## config.mk

```make
export PLATFORM = sky130hd
export DESIGN_NAME = squarewave_generator_flat
export DESIGN_NICKNAME = d
export VERILOG_FILES = /design/src/rtl/fgen_pkg.sv /design/src/rtl/squarewave_generator_if.sv /design/src/rtl/half_period_timer.sv /design/src/rtl/squarewave_generator.sv /design/src/flat_wrapper.sv
export SDC_FILE = /design/constraint.sdc
export NUM_CORES = 1
export LEC_CHECK = 0
export CAP_MARGIN = 20
export CORE_ASPECT_RATIO = 1.2
export CORE_UTILIZATION = 39
export DETAILED_ROUTE_END_ITERATION = 6
export REMOVE_ABC_BUFFERS = 1
export SLEW_MARGIN = 20
export SYNTH_ARGS = -nofsm -noshare
export SYNTH_HDL_FRONTEND = slang
export SYNTH_SLANG_ARGS = --single-unit
```

## constraint.sdc

```tcl
create_clock -name sysclk -period 4.15 [get_ports sysclk]
set_input_delay 0.83 -clock sysclk [delete_from_list [all_inputs] [get_ports sysclk]]
set_output_delay 0.83 -clock sysclk [all_outputs]
set_load 0.005 [all_outputs]
```

## src/rtl/fgen_pkg.sv

```systemverilog
// Shared definitions for the function-generator waveform blocks.
// Level-code width and the system clock rate are common to every generator.
package fgen_pkg;

    localparam int AMP_W  = 6;
    localparam int CLK_HZ = 50_000_000;

    typedef logic [AMP_W-1:0] amp_t;

endpackage

```

## src/rtl/squarewave_generator_if.sv

```systemverilog
// Control and level-code bundle between a square-wave generator and its user.
interface squarewave_generator_if;
    import fgen_pkg::*;

    logic Enable_SW_3;
    amp_t Scale;
    amp_t Duty_Output;

    modport master (output Enable_SW_3, output Scale, input Duty_Output);
    modport slave  (input Enable_SW_3, input Scale, output Duty_Output);

endinterface

```

## src/rtl/half_period_timer.sv

```systemverilog
// Counts HALF_PERIOD cycles per half and toggles the phase at terminal count.
// Disabling parks the counter at zero with the phase set to the high half.
module half_period_timer
    import fgen_pkg::*;
#(
    parameter int HALF_PERIOD = 25000,
    parameter int CNT_W       = $clog2(HALF_PERIOD)
) (
    input  logic clk,
    input  logic rst_n,
    input  logic en_i,
    output logic cnt_zero_o,
    output logic terminal_o,
    output logic phase_o
);

    localparam logic [CNT_W-1:0] TERM_CNT = CNT_W'(HALF_PERIOD - 1);

    logic [CNT_W-1:0] cnt_q, cnt_d;
    logic             phase_q, phase_d;

    // Next-state for the half-period counter and phase
    always_comb begin
        cnt_d   = cnt_q;
        phase_d = phase_q;
        if (!en_i) begin
            cnt_d   = {CNT_W{1'b0}};
            phase_d = 1'b1;
        end else if (cnt_q == TERM_CNT) begin
            cnt_d   = {CNT_W{1'b0}};
            phase_d = ~phase_q;
        end else begin
            cnt_d   = cnt_q + CNT_W'(1);
            phase_d = phase_q;
        end
    end

    // Counter and phase registers
    always_ff @(posedge clk or negedge rst_n) begin
        if (!rst_n) begin
            cnt_q   <= {CNT_W{1'b0}};
            phase_q <= 1'b1;
        end else begin
            cnt_q   <= cnt_d;
            phase_q <= phase_d;
        end
    end

    assign cnt_zero_o = (cnt_q == {CNT_W{1'b0}});
    assign terminal_o = (cnt_q == TERM_CNT);
    assign phase_o    = phase_q;

endmodule

```

## src/rtl/squarewave_generator.sv

```systemverilog
// 50 % duty square wave between 0 and the amplitude latched at each half start.
// The amplitude is resampled only when a half-period begins.
module squarewave_generator #(
    parameter int CLK_HZ      = fgen_pkg::CLK_HZ,
    parameter int WAVE_HZ     = 1000,
    parameter int HALF_PERIOD = CLK_HZ / (2 * WAVE_HZ),
    parameter int CNT_W       = $clog2(HALF_PERIOD)
) (
    input  logic                   sysclk,
    input  logic                   rst_n,
    squarewave_generator_if.slave  sw_if
);
    import fgen_pkg::*;

    amp_t scale_q, scale_d;
    amp_t duty_q, duty_d;
    amp_t level_s;
    logic cnt_zero_s, terminal_s, phase_s;

    half_period_timer #(
        .HALF_PERIOD (HALF_PERIOD),
        .CNT_W       (CNT_W)
    ) u_timer (
        .clk        (sysclk),
        .rst_n      (rst_n),
        .en_i       (sw_if.Enable_SW_3),
        .cnt_zero_o (cnt_zero_s),
        .terminal_o (terminal_s),
        .phase_o    (phase_s)
    );

    // Amplitude capture at half start; the terminal cycle keeps the old level
    always_comb begin
        level_s = scale_q;
        scale_d = scale_q;
        duty_d  = {AMP_W{1'b0}};
        if (sw_if.Enable_SW_3) begin
            case ({cnt_zero_s, terminal_s})
                2'b10: begin
                    level_s = sw_if.Scale;
                    scale_d = sw_if.Scale;
                end
                2'b01: begin
                    level_s = scale_q;
                    scale_d = scale_q;
                end
                default: begin
                    level_s = scale_q;
                    scale_d = scale_q;
                end
            endcase
            duty_d = phase_s ? level_s : {AMP_W{1'b0}};
        end else begin
            scale_d = scale_q;
            duty_d  = {AMP_W{1'b0}};
        end
    end

    // Latched amplitude and output level registers
    always_ff @(posedge sysclk or negedge rst_n) begin
        if (!rst_n) begin
            scale_q <= {AMP_W{1'b0}};
            duty_q  <= {AMP_W{1'b0}};
        end else begin
            scale_q <= scale_d;
            duty_q  <= duty_d;
        end
    end

    assign sw_if.Duty_Output = duty_q;

endmodule

```

## src/flat_wrapper.sv

```systemverilog
// flat-port wrapper written by rule: the top's interface ports become plain ports
module squarewave_generator_flat import fgen_pkg::*;
#(
    parameter int CLK_HZ      = fgen_pkg::CLK_HZ,
    parameter int WAVE_HZ     = 1000,
    parameter int HALF_PERIOD = CLK_HZ / (2 * WAVE_HZ),
    parameter int CNT_W       = $clog2(HALF_PERIOD)
)
  (sysclk, rst_n, sw_if_Enable_SW_3, sw_if_Scale, sw_if_Duty_Output);
  squarewave_generator_if sw_if_i ();
  input  logic sysclk;
  input  logic rst_n;
  input wire logic [$bits(sw_if_i.Enable_SW_3)-1:0] sw_if_Enable_SW_3;
  input wire logic [$bits(sw_if_i.Scale)-1:0] sw_if_Scale;
  output wire logic [$bits(sw_if_i.Duty_Output)-1:0] sw_if_Duty_Output;
  assign sw_if_i.Enable_SW_3 = sw_if_Enable_SW_3;
  assign sw_if_i.Scale = sw_if_Scale;
  assign sw_if_Duty_Output = sw_if_i.Duty_Output;
  squarewave_generator #(.CLK_HZ(CLK_HZ), .WAVE_HZ(WAVE_HZ), .HALF_PERIOD(HALF_PERIOD), .CNT_W(CNT_W)) u_core (.sysclk(sysclk), .rst_n(rst_n), .sw_if(sw_if_i));
endmodule
```

==> results.cfg, run 1 <==
[worst_setup_path]
path_cells = clkdlybuf4s50_1 > inv_1 > or2_1 > mux2_4
max_stage_delay_ps = 530
slowest_stage = clkdlybuf4s50_1
rr_worst_depth = 6
crit_fanout = 6
worstSetupStartpointType = input pin
worstSetupPathType = input pin to flip-flop
critPathCaptureType = flip-flop
crit_arrival_ps = 2150
worstPathRequired_ps = 4310

[global_route]
grt_pass1_vias = 1001
grt_usage_pct = 15.4
grt_busiest_layer = met2
grt_pass1_wl_mm = 4.44
overflow = 0
grtUsageMet3_pct = 2.52
grt_max_degree = 29
use_met1_pct = 18.2
antenna_found_initial = 0
met2_usage_pct = 27.7

[floorplanning]
die_w_um = 55.8
die_h_um = 66.6
ios = 15
core_mm2 = 0.00334
rows = 23
initial_core_util_pct = 40.6
die-area_mm2 = 0.00372

[route]
viasPerCell = 5.12
drc = 0
drt_iter0_markers = 9
postRouteAntennaNets = 0
firstDrtPassIters = 4
wire_per_inst_um = 14.1
wl_mm = 2.43
vias = 885

[synthesis]
synth_top_cell_by_area = dfrtp_1
ys_seq_area_share_pct = 51.8
synth_cells = 119
synth_area_per_cell_um2 = 11.4
synth_enable_flop_cells = 0
syn_area_mm2 = 0.00136
synth-seq-cells = 28
yosysTopAreaCellShare_pct = 49.9
synth_commonest_cells = dfrtp_1, nor2_1, xnor2_1
synth.area.top_cells = dfrtp_1, xnor2_1, mux2_4
synth-main-ff-cell = dfrtp_1
synth.most_common_cell = dfrtp_1
synth.distinct_cells = 28
async_flop_share_pct = 100
yosys_warnings = 0

[layout]
antennaDiodeCount = 0
finalInstanceArea_mm2 = 0.00158
fin_cells = 173
drive_gt1_share_pct = 11.8
layout-area-overhead-vs-synth_pct = 16.4
fin_nets = 148

[placed_design]
placed_cell_area_mm2 = 0.00153
placedCellCount = 169
place.gp.congestion = 0.833
numPortBuffers = 14
dp.final_hpwl_mm = 1.80

[sta]
timing.final.crit_share_pct = 47.8
maxSlewHeadroom_pct = 64.4
timing.setup.tns_ps = 0
setup_viol = 0
finalClockSkew_ps = 2.09
worstMarginPinSlew_ps = 533
rsz0062_at_grt = no
fin_crit_ps = 1980
hold_viol = 0
max_freq_ghz = 0.504
slew_violations = 0
hold_slack_ps = 489

[clocking]
clock_sinks = 28
cts_buffers = 3
cts_resized = 0
cts_tree = yes
postCtsHoldBufs = 0
cts.clk_slew.worst_paths_ps = 90
cts-root-buf = clkbuf_8
htree_levels = 1
post_cts_buffers = 0
insertion_delay_ps = 270
clockBufferDepth = 2

[hold_path]
hold_path_class = flip-flop to flip-flop
worst_hold_path.num_cells = 1

[pwr]
power.density_mw_per_mm2 = 356
power_leakage_nw = 0.683
vdd_drop_max_uv = 242
total_power_mw = 0.561

[job]
timing.max_cap.violations = 0

[status]
outcome = finished, final reports clean
-- path summary, 6_finish.rpt --
check | endpoint | slack (ps) | startpoint
worst max-delay path | u_core.scale_q[5]$_DFFE_PN0P_ | 2170 | sw_if_Enable_SW_3
min in group asynchronous | u_core.u_timer.cnt_q[7]$_DFF_PN0_ | 930 | rst_n
max in group asynchronous | u_core.u_timer.phase_o$_DFFE_PN1P_ | 2920 | rst_n
worst min register to register | u_core.u_timer.cnt_q[0]$_DFF_PN0_ | 490 | u_core.u_timer.cnt_q[0]$_DFF_PN0_
worst max register to register | u_core.scale_q[5]$_DFFE_PN0P_ | 2180 | u_core.u_timer.cnt_q[0]$_DFF_PN0_
worst min-delay path | u_core.u_timer.cnt_q[0]$_DFF_PN0_ | 490 | u_core.u_timer.cnt_q[0]$_DFF_PN0_
-- sequential cells by signal, summed over array words and instances (netlist names) --
register,flops
u_core.sw_if.Duty_Output,6
u_core.scale_q,6
u_core.u_timer.cnt_q,15
u_core.u_timer.phase_o,1
-- cell usage in the layout, fill, tap and decap left out, types with 3 or more instances in the layout --
master	n
nor2_1	22
nor4_1	3
mux2_4	6
clkbuf_8	3
nor3_1	4
inv_1	7
xnor2_1	11
mux2i_1	6
clkdlybuf4s50_1	14
nand3_1	6
nand2_1	4
dfrtp_1	27
-- through the flow --
stage	setup WS [ps]	utilization, %
final	2170	47.3
after global routing	2070	47.3
after CTS	2170	47.3
after detailed placement	1880	45.9
after global placement	1930	45.9
after floorplan	2340	-
-- where the power goes --
part | internal (mW) | switching [mW]
clock network | 0.0688 | 0.0812
registers | 0.298 | 0.0146
logic | 0.0605 | 0.0378
-- cell families (layout without fill, tap and decap cells) --
| group | count (synthesis) | count (layout) | synth area share [%] |
|---|---|---|---|
| compound gates | 2 | 2 | 0.738 |
| xor+xnor | 13 | 13 | 8.40 |
| fa+ha+maj | 2 | 2 | 1.85 |
| buf+inv | 9 | 26 | 3.14 |
| flops | 28 | 28 | 51.8 |
| mux | 12 | 12 | 11.1 |
| simple gates | 53 | 53 | 23.0 |
-- worst max-delay path, delay by kind of cell --
kind                   cells  cell delay (ps)
AND/OR/NAND/NOR            1              360
buffers and inverters      2              610
multiplexers               1              350
-- per-layer routing --
metal | vias to the layer above | wire length, µm
met5 | - | 0
met4 | 0 | 42
met3 | 5 | 61
met2 | 15 | 1230
met1 | 429 | 1100
li1 | 436 | -
-- area by class of cell --
class                           count  area [µm²]
Multi-Input combinational cell     82         611
Clock buffer                        4        45.0
Timing Repair Buffer               15         148
Fill cell                         325        1760
Sequential cell                    28         702
Tap cell                           37        46.3
Inverter                            7        26.3
No activity file was read; power rests on OpenSTA's default activity.
==> run 2: changes to the inputs <==
clock period = 2 ns   (was 4.15 ns; I/O delays follow)
==> results.cfg, run 2 (synthesized netlist as in run 1, its figures left out) <==
[floorplanning]
core_mm2 = 0.00334
die-area_mm2 = 0.00372
ios = 15
die_h_um = 66.6
rows = 23
initial_core_util_pct = 40.6
die_w_um = 55.8

[layout]
fin_nets = 150
final_common_cell = dfrtp_1
seqCellArea_um2 = 702
fillers = 308
layout-area-overhead-vs-synth_pct = 19.5
largest_reg_flops = 15
layout_common_cells = dfrtp_1, nor2_1, clkdlybuf4s50_1
multi_input_area_um2 = 611
drive_gt1_share_pct = 13.8
finalInstanceArea_mm2 = 0.00162
antennaDiodeCount = 0
max_flop_register = u_core.u_timer.cnt_q

[sta]
timing.setup.tns_ps = 0
slew_violations = 0
hold_slack_ps = 488
hold_viol = 0
max_freq_ghz = 0.547
maxSlewHeadroom_pct = 74.6
timing.final.crit_share_pct = 91.5
setup_viol = 0
finalClockSkew_ps = 2.17
rsz0062_at_grt = no
worstMarginPinSlew_ps = 378
fin_crit_ps = 1830

[clocking]
postCtsHoldBufs = 0
clock_sinks = 28
cts_resized = 0
cts-root-buf = clkbuf_8
htree_levels = 1
cts_buffers = 3
cts.clk_slew.worst_paths_ps = 100
cts_tree = yes
post_cts_buffers = 0
clockBufferDepth = 2
insertion_delay_ps = 280

[worst_setup_path]
r2r_end = u_core.scale_q[1]$_DFFE_PN0P_
max_stage_delay_ps = 420
crit_fanout = 6
critPathCaptureType = flip-flop
worstPathRequired_ps = 2170
worstSetupPathType = flip-flop to flip-flop
rr_worst_depth = 6
rr_startpoint = u_core.u_timer.cnt_q[0]$_DFF_PN0_
ff2ff_setup_slack_ps = 170
crit_arrival_ps = 2000
path_cells = inv_1 > ha_1 > nor4b_4 > nand4_4 > or2_1 > mux2_4
worstSetupStartpointType = flip-flop
slowest_stage = dfrtp_1
cp-startpoint = u_core.u_timer.cnt_q[0]$_DFF_PN0_

[pwr]
p_clk_share_pct = 34.3
power.density_mw_per_mm2 = 806
power_leakage_nw = 0.706
vdd_drop_max_uv = 364
combPwrFrac_pct = 15.9
power.share.sequential_pct = 49.9
p_sw_share_pct = 22.0
total_power_mw = 1.30
p_sw_mw = 0.287
p_int_mw = 1.02

[global_route]
grt_usage_pct = 15.4
grt_pass1_vias = 972
antenna_found_initial = 0
overflow = 0
grt_pass1_wl_mm = 4.37
grt_max_degree = 29

[route]
wl_mm = 2.42
wl_met3_um = 71
firstDrtPassIters = 3
wl_met2_mm = 1.22
drt-met1-wl_mm = 1.08
wire_per_inst_um = 13.8
top_layer = met4
vias = 887
drc = 0
drt_iter0_markers = 3
viasPerCell = 5.07
postRouteAntennaNets = 0

[job]
timing.max_cap.violations = 0

[placed_design]
dp.final_hpwl_mm = 1.77
place.gp.congestion = 0.765
placed_cell_area_mm2 = 0.00155
numPortBuffers = 14

[status]
outcome = finished, final reports clean

[hold_path]
hold_path_class = input pin to async pin
==> run 2: cell count changes in the layout (fill, tap and decap cells not counted), sizes merged <==
cell / delta
buf: +2
clkbuf: -1
bufinv: +1
==> run 2: cell type report <==
cell class	count	share of cell area, %
multi-input combinational	82	37.7
tap	37	2.86
timing repair buffer	17	10.0
clock inverter	1	1.85
inverter	7	1.62
sequential	28	43.4
clock buffer	3	2.55
==> run 2: how the worst max path moves through the flow <==
stage	endpoint	slack [ps]
2_1_floorplan	u_core.scale_q[0]$_DFFE_PN0P_	190
3_3_place_gp	u_core.scale_q[2]$_DFFE_PN0P_	210
3_5_place_dp	u_core.scale_q[1]$_DFFE_PN0P_	160
4_1_cts	u_core.scale_q[1]$_DFFE_PN0P_	150
5_1_grt	u_core.scale_q[1]$_DFFE_PN0P_	80
6_report	u_core.scale_q[1]$_DFFE_PN0P_	170
==> run 2: through the flow <==
stage / setup WS [ps] / util, % / instances
3_3_place_gp: 206 / 46.4 / 171
5_1_grt: 79.8 / 48.5 / 175
4_1_cts: 146 / 48.5 / 175
3_5_place_dp: 157 / 46.4 / 171
2_1_floorplan: 191 / - / 117
6_report: 170 / 48.5 / 175
==> run 2: metal layers <==
metal	GRT usage (%)	vias to the layer above
met3	2.52	5
met5	0	-
li1	-	437
met1	18.8	432
met2	27.3	13
met4	6.40	0
==> run 2: power groups by stage <==
| stage | clock network [mW] | registers, mW | logic, mW |
|---|---|---|---|
| after CTS | 0.456 | 0.651 | 0.212 |
| final | 0.447 | 0.650 | 0.207 |
| after detailed placement | 0 | 0.658 | 0.213 |
| after global placement | 0 | 0.658 | 0.207 |
| after global routing | 0.479 | 0.656 | 0.231 |
| after floorplan | 0 | 0.654 | 0.120 |
==> run 2: worst max-delay path: cells and delay by family (launching register included) <==
family                     cells  cell delay [ps]
and+or+nand+nor                3              740
DFF                            1              420
muxes                          1              350
adders and majority gates      1              150
buffers and inverters          1               70
